--- config.mk ---
export PLATFORM = sky130hd
export DESIGN_NAME = man_jump_flat
export DESIGN_NICKNAME = d
export VERILOG_FILES = /design/src/rtl/man_jump_if.sv /design/src/rtl/man_jump.sv /design/src/flat_wrapper.sv
export SDC_FILE = /design/constraint.sdc
export NUM_CORES = 1
export LEC_CHECK = 0
export CORE_AREA = 2 2 96 98
export DETAILED_ROUTE_END_ITERATION = 10
export DIE_AREA = 0 0 98 100
export MAX_ROUTING_LAYER = met4
export PLACE_DENSITY = 0.72
export SYNTH_ARGS = -nofsm -noshare
export SYNTH_HDL_FRONTEND = slang
export SYNTH_SLANG_ARGS = --single-unit
--- constraint.sdc ---
create_clock -name clk_machine -period 4.5 [get_ports clk_machine]
set_clock_uncertainty 0.05 [all_clocks]
set_input_delay 0.9 -clock clk_machine [delete_from_list [all_inputs] [get_ports clk_machine]]
set_output_delay 0.9 -clock clk_machine [all_outputs]
set_load 0.02 [all_outputs]
--- src/rtl/man_jump_if.sv ---
// man_jump_if: signal bundle between the game state machine / renderer and man_jump.
//   state         game state code driven by the game FSM
//   i_squeeze_man squeeze count from the squeeze stage
//   o_busy        jump in flight (FLY or LAND)
//   o_dx          horizontal offset from the take-off point
//   o_dy          height above the take-off line
//   o_land        one-cycle landing pulse
//   o_dist        latched jump distance, valid with o_land and held afterwards
// Modports: master = game side (drives state/squeeze), slave = man_jump.
interface man_jump_if #(
  parameter int unsigned SQZ_W = 8,
  parameter int unsigned H_W   = 10
);
  logic [2:0]       state;
  logic [SQZ_W-1:0] i_squeeze_man;
  logic             o_busy;
  logic [SQZ_W-1:0] o_dx;
  logic [H_W-1:0]   o_dy;
  logic             o_land;
  logic [SQZ_W-1:0] o_dist;

  modport master (
    output state,
    output i_squeeze_man,
    input  o_busy,
    input  o_dx,
    input  o_dy,
    input  o_land,
    input  o_dist
  );

  modport slave (
    input  state,
    input  i_squeeze_man,
    output o_busy,
    output o_dx,
    output o_dy,
    output o_land,
    output o_dist
  );
endinterface

--- src/rtl/man_jump.sv ---
// man_jump: jump-trajectory generator for the player figure.
// On a fresh entry into ST_JUMP it latches the squeeze count, flies a discrete parabola over
// N_STEPS motion ticks (one tick every TICK_DIV clocks) and pulses o_land with the distance.
// Ports:
//   clk_machine  main clock
//   rst_machine  asynchronous reset, active-low
//   jmp_io       man_jump_if.slave: state/i_squeeze_man in; o_busy/o_dx/o_dy/o_land/o_dist out
module man_jump #(
  parameter int unsigned SQZ_W    = 8,
  parameter int unsigned H_W      = 10,
  parameter int unsigned N_STEPS  = 32,
  parameter int unsigned TICK_DIV = 250000,
  parameter logic [2:0]  ST_JUMP  = 3'd4
) (
  input logic       clk_machine,
  input logic       rst_machine,
  man_jump_if.slave jmp_io
);

  localparam int unsigned LogN = $clog2(N_STEPS);
  localparam int unsigned TW   = LogN + 1;
  localparam int unsigned DivW = $clog2(TICK_DIV);
  localparam int unsigned AccW = SQZ_W + LogN;

  localparam logic [TW-1:0]          TLast   = TW'(N_STEPS - 1);
  localparam logic [DivW-1:0]        DivLast = DivW'(TICK_DIV - 1);
  localparam logic signed [H_W:0]    VyInit  = (H_W + 1)'(N_STEPS - 1);
  localparam logic signed [H_W:0]    VyStep  = (H_W + 1)'(2);

  typedef enum logic [1:0] {StIdle, StFly, StLand} st_e;

  st_e                    st_q, st_d;
  logic [2:0]             state_q;
  logic [SQZ_W-1:0]       sq_q, sq_d;
  logic [TW-1:0]          t_q, t_d;
  logic [DivW-1:0]        div_q, div_d;
  logic [H_W-1:0]         h_q, h_d;
  logic signed [H_W:0]    vy_q, vy_d;
  logic [AccW-1:0]        acc_q, acc_d;
  logic [SQZ_W-1:0]       dist_q, dist_d;

  logic launch;
  logic tick;

  // Edge-detect on the game state so a held ST_JUMP launches only once.
  assign launch = (jmp_io.state == ST_JUMP) && (state_q != ST_JUMP);
  assign tick   = (div_q == DivLast);

  always_ff @(posedge clk_machine or negedge rst_machine) begin
    if (!rst_machine) begin
      st_q    <= StIdle;
      state_q <= 3'd0;
      sq_q    <= '0;
      t_q     <= '0;
      div_q   <= '0;
      h_q     <= '0;
      vy_q    <= '0;
      acc_q   <= '0;
      dist_q  <= '0;
    end else begin
      st_q    <= st_d;
      state_q <= jmp_io.state;
      sq_q    <= sq_d;
      t_q     <= t_d;
      div_q   <= div_d;
      h_q     <= h_d;
      vy_q    <= vy_d;
      acc_q   <= acc_d;
      dist_q  <= dist_d;
    end
  end

  always_comb begin
    st_d   = st_q;
    sq_d   = sq_q;
    t_d    = t_q;
    div_d  = div_q;
    h_d    = h_q;
    vy_d   = vy_q;
    acc_d  = acc_q;
    dist_d = dist_q;

    unique case (st_q)
      StIdle: begin
        if (launch) begin
          st_d  = StFly;
          sq_d  = jmp_io.i_squeeze_man;
          t_d   = '0;
          div_d = '0;
          h_d   = '0;
          acc_d = '0;
          vy_d  = VyInit;
        end
      end
      StFly: begin
        if (tick) begin
          div_d = '0;
          t_d   = t_q + TW'(1);
          // h + vy never leaves [0, N^2/4], so a modulo-2^H_W add of vy's low bits is exact.
          h_d   = h_q + vy_q[H_W-1:0];
          vy_d  = vy_q - VyStep;
          acc_d = acc_q + AccW'(sq_q);
          if (t_q == TLast) begin
            st_d   = StLand;
            dist_d = sq_q;
          end
        end else begin
          div_d = div_q + DivW'(1);
        end
      end
      StLand: begin
        st_d = StIdle;
      end
      default: begin
        st_d = StIdle;
      end
    endcase
  end

  assign jmp_io.o_busy = (st_q != StIdle);
  assign jmp_io.o_land = (st_q == StLand);
  // acc = sq*t, so dropping log2(N) bits gives sq*t/N: monotonic and exactly sq at t=N.
  assign jmp_io.o_dx   = acc_q[AccW-1:LogN];
  assign jmp_io.o_dy   = h_q;
  assign jmp_io.o_dist = dist_q;

endmodule

--- src/flat_wrapper.sv ---
// flat-port wrapper written by rule: the top's interface ports become plain ports
module man_jump_flat 
#(
  parameter int unsigned SQZ_W    = 8,
  parameter int unsigned H_W      = 10,
  parameter int unsigned N_STEPS  = 32,
  parameter int unsigned TICK_DIV = 250000,
  parameter logic [2:0]  ST_JUMP  = 3'd4
)
  (clk_machine, rst_machine, jmp_io_state, jmp_io_i_squeeze_man, jmp_io_o_busy, jmp_io_o_dx, jmp_io_o_dy, jmp_io_o_land, jmp_io_o_dist);
  man_jump_if #(.SQZ_W(SQZ_W), .H_W(H_W)) jmp_io_i ();
  input logic clk_machine;
  input logic rst_machine;
  input wire logic [$bits(jmp_io_i.state)-1:0] jmp_io_state;
  input wire logic [$bits(jmp_io_i.i_squeeze_man)-1:0] jmp_io_i_squeeze_man;
  output wire logic [$bits(jmp_io_i.o_busy)-1:0] jmp_io_o_busy;
  output wire logic [$bits(jmp_io_i.o_dx)-1:0] jmp_io_o_dx;
  output wire logic [$bits(jmp_io_i.o_dy)-1:0] jmp_io_o_dy;
  output wire logic [$bits(jmp_io_i.o_land)-1:0] jmp_io_o_land;
  output wire logic [$bits(jmp_io_i.o_dist)-1:0] jmp_io_o_dist;
  assign jmp_io_i.state = jmp_io_state;
  assign jmp_io_i.i_squeeze_man = jmp_io_i_squeeze_man;
  assign jmp_io_o_busy = jmp_io_i.o_busy;
  assign jmp_io_o_dx = jmp_io_i.o_dx;
  assign jmp_io_o_dy = jmp_io_i.o_dy;
  assign jmp_io_o_land = jmp_io_i.o_land;
  assign jmp_io_o_dist = jmp_io_i.o_dist;
  man_jump #(.SQZ_W(SQZ_W), .H_W(H_W), .N_STEPS(N_STEPS), .TICK_DIV(TICK_DIV), .ST_JUMP(ST_JUMP)) u_core (.clk_machine(clk_machine), .rst_machine(rst_machine), .jmp_io(jmp_io_i));
endmodule
==> flow_summary.toml <==
[route]
remaining_drc_errors = 0
wire_per_inst_um = 14.9
vias = 3383
first_pass_iters = 4
drt_wl_total_um = 9000
drt.antenna.violating_nets = 0
drtIter0Drc = 140
via_per_inst = 5.58

[power_and_ir_drop]
power.share.switching_pct = 21.2
powerDensity_nw_per_um2 = 266
seqPwrFrac_pct = 53.4
p_clk_share_pct = 44.8
pwr-share-comb_pct = 1.9
max-vdd-ir-drop_mv = 0.131
p_sw_w = 0.000279
leakage_nw = 2.07
p_int_w = 0.00104

[timing]
finalSetupViolations = 0
worst_slew_pin_slew_ns = 0.985
slew_headroom_pct = 34.3
fmaxAchievable_mhz = 385
period_minus_slack_ns = 2.60
setup_tns_ns = 0
finalHoldViolations = 0
period_share_pct = 57.7
maxSlewViolCount = 0
rsz0062_at_grt = "false"

[global_routing]
grt_remaining_overflow = 0
grt_pass1_vias = 3281
track_usage_pct = 20.4
grt_pass1_wl_um = 15600
antenna_found_initial = 0
grt_max_degree = 79

[cts]
cts.htree.levels = 3
cts-resized-gates = 0
cts_buffers = 9
cts_hold_buf = 0
cts_tree = "yes"
postCtsSetupBuffers = 0
clock_sinks = 78
clockBufferDepth = 2
clock_latency_ns = 0.35
ctsRootBufferMaster = "clkbuf_8"
clk_pin_slew_ns = 0.08

[critical_path]
cp.arrival_ns = 1.65
required_ns = 3.55
start_kind = "register"
path_class = "register to output port"
crit_fanout = 5
end_kind = "output port"

[final_layout]
n_fill_cell = 776
utilization_pct = 55.5
seqCellArea_um2 = 1950
final_common_cell = "dfrtp_1"
final_cell_mix = "dfrtp_1, nand2_1, clkdlybuf4s50_1"
multi_input_area_um2 = 2140
drive_gt1_share_pct = 6.46
n_antenna_cell = 0
area_growth_pct = 15.8
nets = 525

[die]
start_util_pct = 48.0
die_y_um = 100
boundaryPins = 41
die_w_um = 98
row_count = 35
die_area_um2 = 9800
core_um2 = 8890

[logic_synthesis]
ys.flop_type = "dfrtp_1"
synth-seq-cells = 78
seq_area_frac_synth_pct = 45.8
synth_cells = 456
synth_top_family_by_area = "simple AND/OR/NAND/NOR gates"
synth-simple-area-share_pct = 23.0
synth_xor_area_share_pct = 5.55
synth_fa_ha_area_share_pct = 6.81
synth_edf_count = 0
synth.avg_cell_area_um2 = 9.35
synth_compound_area_share_pct = 14.7
async_reset_ff_share_pct = 100
synth_nets = 491
synth_warnings = 0
synth_mux_area_share_pct = 0.264
synthDistinctLibCells = 54
mappedNetlistArea_um2 = 4260

[place]
place_congestion = 0.829
portBuffers = 40
dp_hpwl_um = 6150

[job]
cap_violations = 0

[outcome]
outcome = "finished clean"

[min_path]
hold_path.class = "register to register"
-- final timing paths --
check | start | slack, ns | cells after the start | to
max in group asynchronous | rst_machine | 3.11 | 1 | u_core.acc_q[7]
hold / removal | u_core.jmp_io.o_dist[3] | 0.42 | 2 | u_core.jmp_io.o_dist[3]
min in group asynchronous | rst_machine | 0.64 | 1 | u_core.jmp_io.o_dy[7]
setup / recovery | u_core.st_q[0] | 1.90 | 3 | jmp_io_o_busy
hold reg to reg | u_core.jmp_io.o_dist[3] | 0.42 | 2 | u_core.jmp_io.o_dist[3]
setup reg to reg | u_core.div_q[9] | 2.06 | 7 | u_core.div_q[8]
-- kinds of logic after synthesis --
kind of cell	after synthesis
xor+xnor	27
simple gates	194
mux	1
fa+ha+maj	22
compound gates	100
flops	78
buf+inv	34
-- per-layer routing --
metal	wire length, um	global-route usage [%]	share of wire (%)
met2	4170	32.3	46
met1	4310	27.1	48
met5	0	-	0
met4	125	7.16	1.4
met3	387	2.99	4.3
-- metrics by stage --
stage / power (W) / hold WS [ns] / cell area (um^2) / setup WS [ns] / instances
finish: 0.00131 / 0.418 / 4940 / 1.90 / 606
CTS: 0.00133 / 0.423 / 4940 / 1.91 / 606
global placement: 0.000741 / 0.400 / 4710 / 1.65 / 590
floorplan: 0.000717 / 0.389 / 4260 / 2.25 / 456
detailed placement: 0.000742 / 0.405 / 4710 / 1.62 / 590
global route: 0.00136 / 0.453 / 4940 / 1.81 / 606
-- cell usage after synthesis (2+ instances only) --
library cell / number / area [um^2]
fa_1: 2 / 40.0
a21o_1: 2 / 15.0
nand3_1: 25 / 125
o21a_1: 3 / 22.5
nand2_1: 70 / 263
and3_1: 5 / 31.3
xnor2_1: 12 / 105
a211oi_1: 2 / 15.0
nor2b_1: 12 / 75.1
xor2_1: 15 / 131
ha_1: 20 / 250
o21ai_0: 16 / 80.1
a21oi_1: 12 / 60.1
buf_4: 8 / 60.1
a31oi_1: 4 / 25.0
nand2b_1: 2 / 12.5
o21ai_1: 36 / 180
and2_1: 5 / 31.3
and4_1: 4 / 35.0
nand4_1: 9 / 56.3
nor3_1: 8 / 40.0
a22o_1: 4 / 35.0
clkbuf_1: 10 / 37.5
buf_2: 2 / 10.0
or3_1: 3 / 18.8
inv_1: 12 / 45.0
nor4b_1: 2 / 17.5
o31ai_1: 7 / 52.6
nor3_2: 2 / 20.0
nor2_1: 38 / 143
o21bai_1: 2 / 15.0
dfrtp_1: 78 / 1950
o211ai_1: 2 / 15.0
nor3b_1: 2 / 15.0
-- power groups by stage --
| stage | clock network (W) | registers, W | logic (W) |
|---|---|---|---|
| 2_1_floorplan | 0 | 0.000716 | 0.000000733 |
| 3_3_place_gp | 0 | 0.000716 | 0.0000255 |
| 3_5_place_dp | 0 | 0.000716 | 0.0000258 |
| 4_1_cts | 0.000601 | 0.000702 | 0.0000259 |
| 5_1_grt | 0.000628 | 0.000702 | 0.0000286 |
| 6_report | 0.000589 | 0.000702 | 0.0000245 |
-- worst max-delay path, stage by stage (launching register included) --
cell             delay, ns
dfrtp_1               0.41
nor2_1                0.27
inv_1                 0.08
clkdlybuf4s50_1       0.54
-- registers in the layout, indices dropped and copies added, names as in the netlist --
| signal | cells |
|---|---|
| u_core.acc_q | 13 |
| u_core.div_q | 18 |
| u_core.jmp_io.o_dist | 8 |
| u_core.jmp_io.o_dy | 10 |
| u_core.sq_q | 8 |
| u_core.st_q | 2 |
| u_core.state_q | 3 |
| u_core.t_q | 6 |
| u_core.vy_q | 10 |
-- layout make-up --
cell class	instances	area share, %
Multi-Input combinational cell	344	43.4
Sequential cell	78	39.5
Timing Repair Buffer	45	8.82
Tap cell	111	2.81
Clock buffer	10	2.79
Clock inverter	6	1.72
Inverter	12	0.912
Power figures use the tool's default switching activity.
